File: src/rtl/nn_pkg.sv
// Shared classifier definitions: class count, score width, packer states and
// the signed saturation helper used when SCORE_SAT_EN is defined.
package nn_pkg;

    localparam int NUM_CLASSES = 10;
    localparam int SCORE_W     = 26;
    localparam int CLASS_IDX_W = 4;

    typedef enum logic [1:0] {
        COLLECT  = 2'd0,
        PRESENT  = 2'd1,
        WAIT_RES = 2'd2
    } state_e;

    typedef struct packed {
        logic               sat;
        logic [SCORE_W-1:0] score;
    } sat_res_t;

    // Clamp a sign-extended accumulator value into the signed SCORE_W range.
    function automatic sat_res_t saturate(input logic signed [63:0] v);
        sat_res_t           r;
        logic signed [63:0] smax;
        logic signed [63:0] smin;
        smax = (64'sd1 <<< (SCORE_W - 1)) - 64'sd1;
        smin = -(64'sd1 <<< (SCORE_W - 1));
        if (v > smax) begin
            r.sat   = 1'b1;
            r.score = {1'b0, {(SCORE_W-1){1'b1}}};
        end else if (v < smin) begin
            r.sat   = 1'b1;
            r.score = {1'b1, {(SCORE_W-1){1'b0}}};
        end else begin
            r.sat   = 1'b0;
            r.score = v[SCORE_W-1:0];
        end
        return r;
    endfunction

endpackage

File: src/rtl/score_sat.sv
// Accumulator-to-score conversion: truncation by default, signed saturation
// with a saturation flag when SCORE_SAT_EN is defined.
module score_sat #(
    parameter int ACC_W   = 32,
    parameter int SCORE_W = 26
) (
    input  logic [ACC_W-1:0]   acc_i,
    output logic [SCORE_W-1:0] score_o,
    output logic               sat_o
);
    import nn_pkg::*;

`ifdef SCORE_SAT_EN
    logic signed [63:0] acc_ext_s;
    sat_res_t           res_s;

    // Sign-extend and clamp through the shared helper.
    always_comb begin
        acc_ext_s = 64'(signed'(acc_i));
        res_s     = saturate(acc_ext_s);
        score_o   = res_s.score;
        sat_o     = res_s.sat;
    end
`else
    logic unused_hi_s;

    // Upper accumulator bits are simply discarded.
    always_comb begin
        score_o     = acc_i[SCORE_W-1:0];
        sat_o       = 1'b0;
        unused_hi_s = ^acc_i[ACC_W-1:SCORE_W];
    end
`endif

endmodule

File: src/rtl/score_frame_packer.sv
// Collects ten serial class accumulators into held scores, strobes the max
// selector and registers its winning digit. Optional macro: SCORE_SAT_EN.
module score_frame_packer #(
    parameter int ACC_W       = 32,
    parameter int SCORE_W     = 26,
    parameter int TIMEOUT_CYC = 15
) (
    input  logic               clk,
    input  logic               rst,
    input  logic [ACC_W-1:0]   acc_in,
    input  logic               acc_valid,
    input  logic               acc_last,
    output logic               acc_ready,
    output logic [SCORE_W-1:0] s0,
    output logic [SCORE_W-1:0] s1,
    output logic [SCORE_W-1:0] s2,
    output logic [SCORE_W-1:0] s3,
    output logic [SCORE_W-1:0] s4,
    output logic [SCORE_W-1:0] s5,
    output logic [SCORE_W-1:0] s6,
    output logic [SCORE_W-1:0] s7,
    output logic [SCORE_W-1:0] s8,
    output logic [SCORE_W-1:0] s9,
    output logic               scores_valid,
    input  logic               result_valid,
    input  logic [3:0]         img_num_in,
    output logic [3:0]         digit,
    output logic               digit_valid,
    output logic               frame_err
);
    import nn_pkg::*;

    localparam int WAIT_W = (TIMEOUT_CYC > 1) ? $clog2(TIMEOUT_CYC) : 1;
    localparam logic [CLASS_IDX_W-1:0] LAST_IDX  = CLASS_IDX_W'(NUM_CLASSES - 1);
    localparam logic [WAIT_W-1:0]      WAIT_TERM = WAIT_W'(TIMEOUT_CYC - 1);

    state_e                   state_q, state_d;
    logic [CLASS_IDX_W-1:0]   cnt_q, cnt_d;
    logic [WAIT_W-1:0]        wait_q, wait_d;
    logic [SCORE_W-1:0]       slot_q [NUM_CLASSES];
    logic [SCORE_W-1:0]       slot_d [NUM_CLASSES];
    logic                     sat_seen_q, sat_seen_d;
    logic                     acc_ready_q, acc_ready_d;
    logic                     scores_valid_q, scores_valid_d;
    logic [CLASS_IDX_W-1:0]   digit_q, digit_d;
    logic                     digit_valid_q, digit_valid_d;
    logic                     frame_err_q, frame_err_d;
    logic [SCORE_W-1:0]       score_s;
    logic                     sat_s;

    score_sat #(.ACC_W(ACC_W), .SCORE_W(SCORE_W)) u_score_sat (
        .acc_i   (acc_in),
        .score_o (score_s),
        .sat_o   (sat_s)
    );

    // Next-state and registered-output computation for the whole frame cycle.
    always_comb begin
        state_d        = state_q;
        cnt_d          = cnt_q;
        wait_d         = wait_q;
        slot_d         = slot_q;
        sat_seen_d     = sat_seen_q;
        scores_valid_d = 1'b0;
        digit_d        = digit_q;
        digit_valid_d  = 1'b0;
        frame_err_d    = 1'b0;
        case (state_q)
            COLLECT: begin
                if (acc_valid && acc_ready_q) begin
                    if (acc_last && (cnt_q == LAST_IDX)) begin
                        slot_d[cnt_q]  = score_s;
                        scores_valid_d = 1'b1;
                        frame_err_d    = sat_seen_q | sat_s;
                        sat_seen_d     = 1'b0;
                        cnt_d          = '0;
                        state_d        = PRESENT;
                    end else if (acc_last || (cnt_q == LAST_IDX)) begin
                        // Misframed beat: drop it and restart the frame.
                        frame_err_d = 1'b1;
                        sat_seen_d  = 1'b0;
                        cnt_d       = '0;
                    end else begin
                        slot_d[cnt_q] = score_s;
                        sat_seen_d    = sat_seen_q | sat_s;
                        cnt_d         = cnt_q + CLASS_IDX_W'(1);
                    end
                end else begin
                    cnt_d = cnt_q;
                end
            end
            PRESENT: begin
                wait_d  = '0;
                state_d = WAIT_RES;
            end
            WAIT_RES: begin
                if (result_valid) begin
                    digit_d       = img_num_in;
                    digit_valid_d = 1'b1;
                    cnt_d         = '0;
                    state_d       = COLLECT;
                end else if (wait_q == WAIT_TERM) begin
                    frame_err_d = 1'b1;
                    cnt_d       = '0;
                    state_d     = COLLECT;
                end else begin
                    wait_d = wait_q + WAIT_W'(1);
                end
            end
            default: begin
                cnt_d   = '0;
                state_d = COLLECT;
            end
        endcase
        acc_ready_d = (state_d == COLLECT);
    end

    // State and output registers; ready stays low while reset is held.
    always_ff @(posedge clk or posedge rst) begin
        if (rst) begin
            state_q        <= COLLECT;
            cnt_q          <= '0;
            wait_q         <= '0;
            slot_q         <= '{default: '0};
            sat_seen_q     <= 1'b0;
            acc_ready_q    <= 1'b0;
            scores_valid_q <= 1'b0;
            digit_q        <= '0;
            digit_valid_q  <= 1'b0;
            frame_err_q    <= 1'b0;
        end else begin
            state_q        <= state_d;
            cnt_q          <= cnt_d;
            wait_q         <= wait_d;
            slot_q         <= slot_d;
            sat_seen_q     <= sat_seen_d;
            acc_ready_q    <= acc_ready_d;
            scores_valid_q <= scores_valid_d;
            digit_q        <= digit_d;
            digit_valid_q  <= digit_valid_d;
            frame_err_q    <= frame_err_d;
        end
    end

    assign acc_ready    = acc_ready_q;
    assign scores_valid = scores_valid_q;
    assign digit        = digit_q;
    assign digit_valid  = digit_valid_q;
    assign frame_err    = frame_err_q;
    assign s0 = slot_q[0];
    assign s1 = slot_q[1];
    assign s2 = slot_q[2];
    assign s3 = slot_q[3];
    assign s4 = slot_q[4];
    assign s5 = slot_q[5];
    assign s6 = slot_q[6];
    assign s7 = slot_q[7];
    assign s8 = slot_q[8];
    assign s9 = slot_q[9];

endmodule

File: config.mk
export PLATFORM = sky130hd
export DESIGN_NAME = score_frame_packer
export DESIGN_NICKNAME = d
export VERILOG_FILES = /design/src/rtl/nn_pkg.sv /design/src/rtl/score_sat.sv /design/src/rtl/score_frame_packer.sv
export SDC_FILE = /design/constraint.sdc
export NUM_CORES = 1
export LEC_CHECK = 0
export CORE_UTILIZATION = 48
export DETAILED_ROUTE_END_ITERATION = 7
export PLACE_DENSITY = 0.85
export SKIP_LAST_GASP = 1
export SYNTH_ARGS = -nofsm -noshare
export SYNTH_HDL_FRONTEND = slang
export SYNTH_SLANG_ARGS = --single-unit
export TNS_END_PERCENT = 20
File: constraint.sdc
create_clock -name clk -period 11.7 [get_ports clk]
set_clock_uncertainty 0.1 [all_clocks]
set_input_delay 1.17 -clock clk [delete_from_list [all_inputs] [get_ports clk]]
set_output_delay 1.17 -clock clk [all_outputs]
set_load 0.05 [all_outputs]
**Word-level counts from Yosys, hierarchy flattened**

Index checks and enable logic that the tools add are counted.

- Bitwise operators: 2
- Mux-type cells: 32
- Reductions and logical operators: 13
- Equality and inequality tests: 9
- Magnitude comparators: 2
- $add $sub $neg: 2

Operator list:

| cell | number |
|---|---|
| $mux W260 | 2 |
| $bwmux W260 | 1 |
| $demux W26 S4 | 1 |
| $mux W4 | 7 |
| $mux W26 | 1 |
| $mux W1 | 12 |
| $pmux W4 S3 | 1 |
| $reduce_and A3 Y1 | 4 |
| $add A4 B1 Y4 const B | 2 |
| $eq A4 B4 Y1 const B | 2 |
| $mux W2 | 4 |
| $ne A2 B2 Y1 const B | 4 |
| $pmux W4 S2 | 1 |
| $pmux W2 S3 | 1 |
| $ge A5 B5 Y1 const B | 1 |
| $lt A5 B1 Y1 const B | 1 |
| $not A4 Y5 | 1 |
| $logic_not A2 Y1 | 2 |
| $reduce_bool A2 Y1 | 2 |
| $logic_and A1 B1 Y1 | 3 |
| $ne A3 B3 Y1 const B | 1 |
| $eq A2 B1 Y1 const B | 1 |
| $eq A2 B2 Y1 const B | 1 |
| $pmux W1 S2 | 1 |
| other kinds (3) | 3 |

- Logic and storage cells: 79
- Input port bits: 41
- Output and inout port bits: 268
- Register bits after elaboration: 279

**Depth between registers and ports, before layout**

- Word-level depth: 8
- Mapped depth: 10
- Gate-level depth less buffers: 9

**Modules after synthesis**

Synthesis repeated with hierarchy kept, for this count alone.

- Cells, all modules: 697
- Area, all modules: 11066.9 um^2

By module, submodules not included:

| module | cells an instance | instances | sequential area each (um^2) | area an instance (um^2) |
|---|---|---|---|---|
| score_frame_packer | 669 | 1 | 6981.7 | 10860.4 |
| score_sat | 28 | 1 | 0.0 | 206.4 |

**Worst setup path after synthesis**

OpenSTA, ideal clock, no wires.

- Path kind: input to register
- Start: input acc_last
- End: register slot_q, in the netlist s7[0]
- Data arrival time: 2.806 ns
- Path buffers: 2
- Data required time: 11.475 ns
- Setup time: 0.125 ns
- Stages: 8
- Slack: 8.669 ns
- Cells stage by stage: inv_1 > ha_1 > nor3b_2 > and3_4 > and3_1 > buf_4 > buf_6 > mux2_2

- Word-level cells in the longest chain between the ends: 3
- Elaborated cells on any way between the ends: 5
- Those cells by class: eq/ne (1); mux (1); reduce/logical (3)

Ends and longest elaborated chain:

| element | RTL line | source |
|---|---|---|
| start, declared | score_frame_packer.sv:12 | `input logic acc_last,` |
| $logic_and A1 B1 Y1 or $logic_or A1 B1 Y1 (tied branches) | score_frame_packer.sv:71, score_frame_packer.sv:78 |  |
| $ne A2 B2 Y1 (no source line) | -- |  |
| $reduce_and A3 Y1 (no source line) | -- |  |
| end signal, assigned | score_frame_packer.sv:135 | `slot_q <= slot_d;` |
| end, declared | score_frame_packer.sv:40 | `logic [SCORE_W-1:0] slot_q [NUM_CLASSES];` |

Several ways; a longest one is shown, not always the timed one.
A chain may end at the register's enable or synchronous reset.

**Worst setup path in the final report**

- Start: input acc_last
- End: register slot_q, in the netlist s6[0]

The elaborated chain is that of the path after synthesis.

==> flow_summary_export.csv <==
group,metric,value,unit
outcome,outcome,"complete, no violations",
sta,period_share,0.3161,
sta,worst_pin_slew,1.093,ns
sta,final_hold_viol_count,0,
die,ios,309,
clock_network,cts_num_sinks,278,
sta,maxSlewViolCount,0,
logic_synthesis,ys_warn_count,0,
hold_path,hp-start,"s7[25]",
clock_network,clock-root-buffer,"clkbuf_16",
power_and_ir_drop,ir_worst_vdd,0.1593,mV
global_route,grt_antenna_before_repair,0,
setup_path,cp.arrival,4.01,ns
routing,drc,0,
clock_network,numCtsBuffers,29,
layout,area_growth,38.29,%
logic_synthesis,syn_nets,717,
logic_synthesis,ys_seq_elements,278,
power_and_ir_drop,p_leak,6.960,nW
power_and_ir_drop,p_per_area,241.6,nW/um^2
clock_network,cts_tree,"done",
setup_path,rr_worst_depth,8,
logic_synthesis,syn_inst,668,
sta,fin_ws,8.001,ns
die,dieArea,22980,sq um
global_route,first_global_vias,7006,
routing,via_count,6738,
placement,port_buffers,302,
routing,ant_nets,0,
sta,whs,0.3935,ns
hold_path,whs_path_depth,1,
clock_network,cts.clk_slew.worst_paths,0.06,ns
global_route,grt_max_degree,129,
hold_path,hp-class,"flip-flop to flip-flop",
layout,antenna_cells,0,
global_route,grt_pass1_wl,40.85,mm
logic_synthesis,syn-cell-area,10740,sq um
die,rows,54,
placement,gp_congestion,0.8432,
sta,tns,0,ns
die,die_y,151.6,um
routing,dr.pass1.iters,4,
setup_path,end_kind,"flip-flop",
setup_path,reg2reg_from,"cnt_q[2]",
placement,dp_slack,7.414,ns
setup_path,critPathKind,"input pin to flip-flop",
global_route,grt_usage,0.2371,
die,start_util,0.4907,
sta,min_period,3.699,ns
sta,fmaxAchievable,0.2704,GHz
logic_synthesis,syn_avg_cell_area,16.08,sq um
clock_network,cts_buffer_depth,3,
logic_synthesis,synth-main-ff-cell,"dfrtp_1",
setup_path,startpoint_type,"input pin",
routing,routedWlPerCell,21.89,um
routing,vias_per_cell,5.360,
logic_synthesis,yosysSeqAreaShare,0.6476,
clock_network,htreeDepth,1,
logic_synthesis,async_flop_share,1.000,
layout,drive_above_1_share,0.3296,
placement,dp_hpwl,18.74,mm
logic_synthesis,synth_edf_count,0,
routing,drt_iter0_drc,205,
setup_path,critPathMaxFanout,14,
sta,rsz0062_at_grt,"no",
routing,wirelength,27.52,mm
setup_path,required,12.01,ns
layout,fillCellCount,1528,
clock_network,cts_resized,0,
clock_network,insertion_delay,0.52,ns
logic_synthesis,ys_types,41,
die,core_area,21890,sq um
sta,setup_viol,0,
run,drv_cap,0,
layout,nets,1005,
sta,max_slew_margin,0.2687,
clock_network,cts_hold_buf,0,
setup_path,cp-startpoint,"acc_last",
setup_path,r2r_setup_slack,8.17,ns
global_route,grt_overflow,0,
clock_network,postCtsSetupRepairBufs,0,
die,die_w,151.6,um
## final cells by class
type | instances | area (sq um) | share of cell area
clock buffers | 45 | 865.8 | 0.05828
flip-flops and latches | 278 | 6957 | 0.4683
well taps | 280 | 350.3 | 0.02358
clock inverters | 7 | 85.08 | 0.005727
inverters | 9 | 41.29 | 0.002779
multi-input cells | 330 | 3490 | 0.2349
repair buffers | 308 | 3068 | 0.2065
## Yosys cell counts (all sizes together), types with 2 or more instances
cell type / n / area share
nand2: 9 / 0.0034
a22o: 3 / 0.0024
dfrtp: 278 / 0.65
mux2: 265 / 0.28
nor3b: 2 / 0.0029
ha: 8 / 0.0093
nand3: 5 / 0.0028
nor2: 4 / 0.0021
and3: 7 / 0.0045
o21ai: 4 / 0.0019
nand2b: 2 / 0.0012
buf: 50 / 0.024
nand3b: 5 / 0.0054
nor2b: 2 / 0.0012
inv: 9 / 0.0031
## placed cells by master, fill, tap and decap left out, types with 2 or more instances in the layout
| cell type | n |
|---|---|
| ha_1 | 8 |
| bufinv_16 | 2 |
| clkbuf_8 | 8 |
| clkbuf_16 | 29 |
| clkdlybuf4s50_1 | 302 |
| clkinv_2 | 5 |
| inv_1 | 8 |
| nand3b_1 | 2 |
| a22o_1 | 3 |
| mux2_2 | 261 |
| and3_1 | 6 |
| buf_4 | 6 |
| nor2_1 | 3 |
| nand3_1 | 4 |
| nand3b_2 | 2 |
| mux2_1 | 4 |
| o21ai_0 | 4 |
| nor2b_1 | 2 |
| clkbuf_1 | 8 |
| nand2_1 | 8 |
| dfrtp_1 | 278 |
| nand2b_1 | 2 |
## logic make-up after synthesis
kind of cell | count (synthesis) | share of synthesized area
flops | 278 | 0.6476
buf+inv | 60 | 0.02760
xor+xnor | 1 | 0.0008154
compound gates | 12 | 0.007455
fa+ha+maj | 8 | 0.009318
simple gates | 43 | 0.02854
mux | 266 | 0.2787
## per-layer routing
| metal | GRT usage | routed length, um |
|---|---|---|
| met1 | 0.3024 | 11250 |
| met2 | 0.3995 | 13800 |
| met3 | 0.04491 | 1539 |
| met4 | 0.09406 | 932 |
| met5 | 0 | 0 |
## worst max-delay path, stage by stage
cell	delay, ns
clkdlybuf4s50_1	0.48
inv_1	0.05
ha_1	0.35
nor3b_2	0.32
and3_4	0.27
and3_1	0.64
buf_4	0.36
mux2_2	0.37
## final timing paths
check | to
min | s7[25]
min reg2reg | s7[25]
min in group asynchronous | s5[9]
max in group asynchronous | s8[21]
max | s6[0]
max reg2reg | s6[0]
## where the power goes
part | switching [mW] | total [mW] | internal, mW
Combinational | 0.929 | 1.41 | 0.485
Sequential | 0.104 | 1.27 | 1.16
Clock | 0.362 | 0.910 | 0.549
## stage by stage
step / utilization / power [mW] / instances / instance area [sq um]
after detailed placement: 0.6352 / 2.700 / 1205 / 13910
final: 0.6787 / 3.590 / 1257 / 14860
after global placement: 0.6352 / 2.669 / 1205 / 13910
after CTS: 0.6787 / 3.617 / 1257 / 14860
after global routing: 0.6787 / 3.713 / 1257 / 14860
after floorplan: - / 2.190 / 668 / 10740
(Power assumes the default switching activity.)
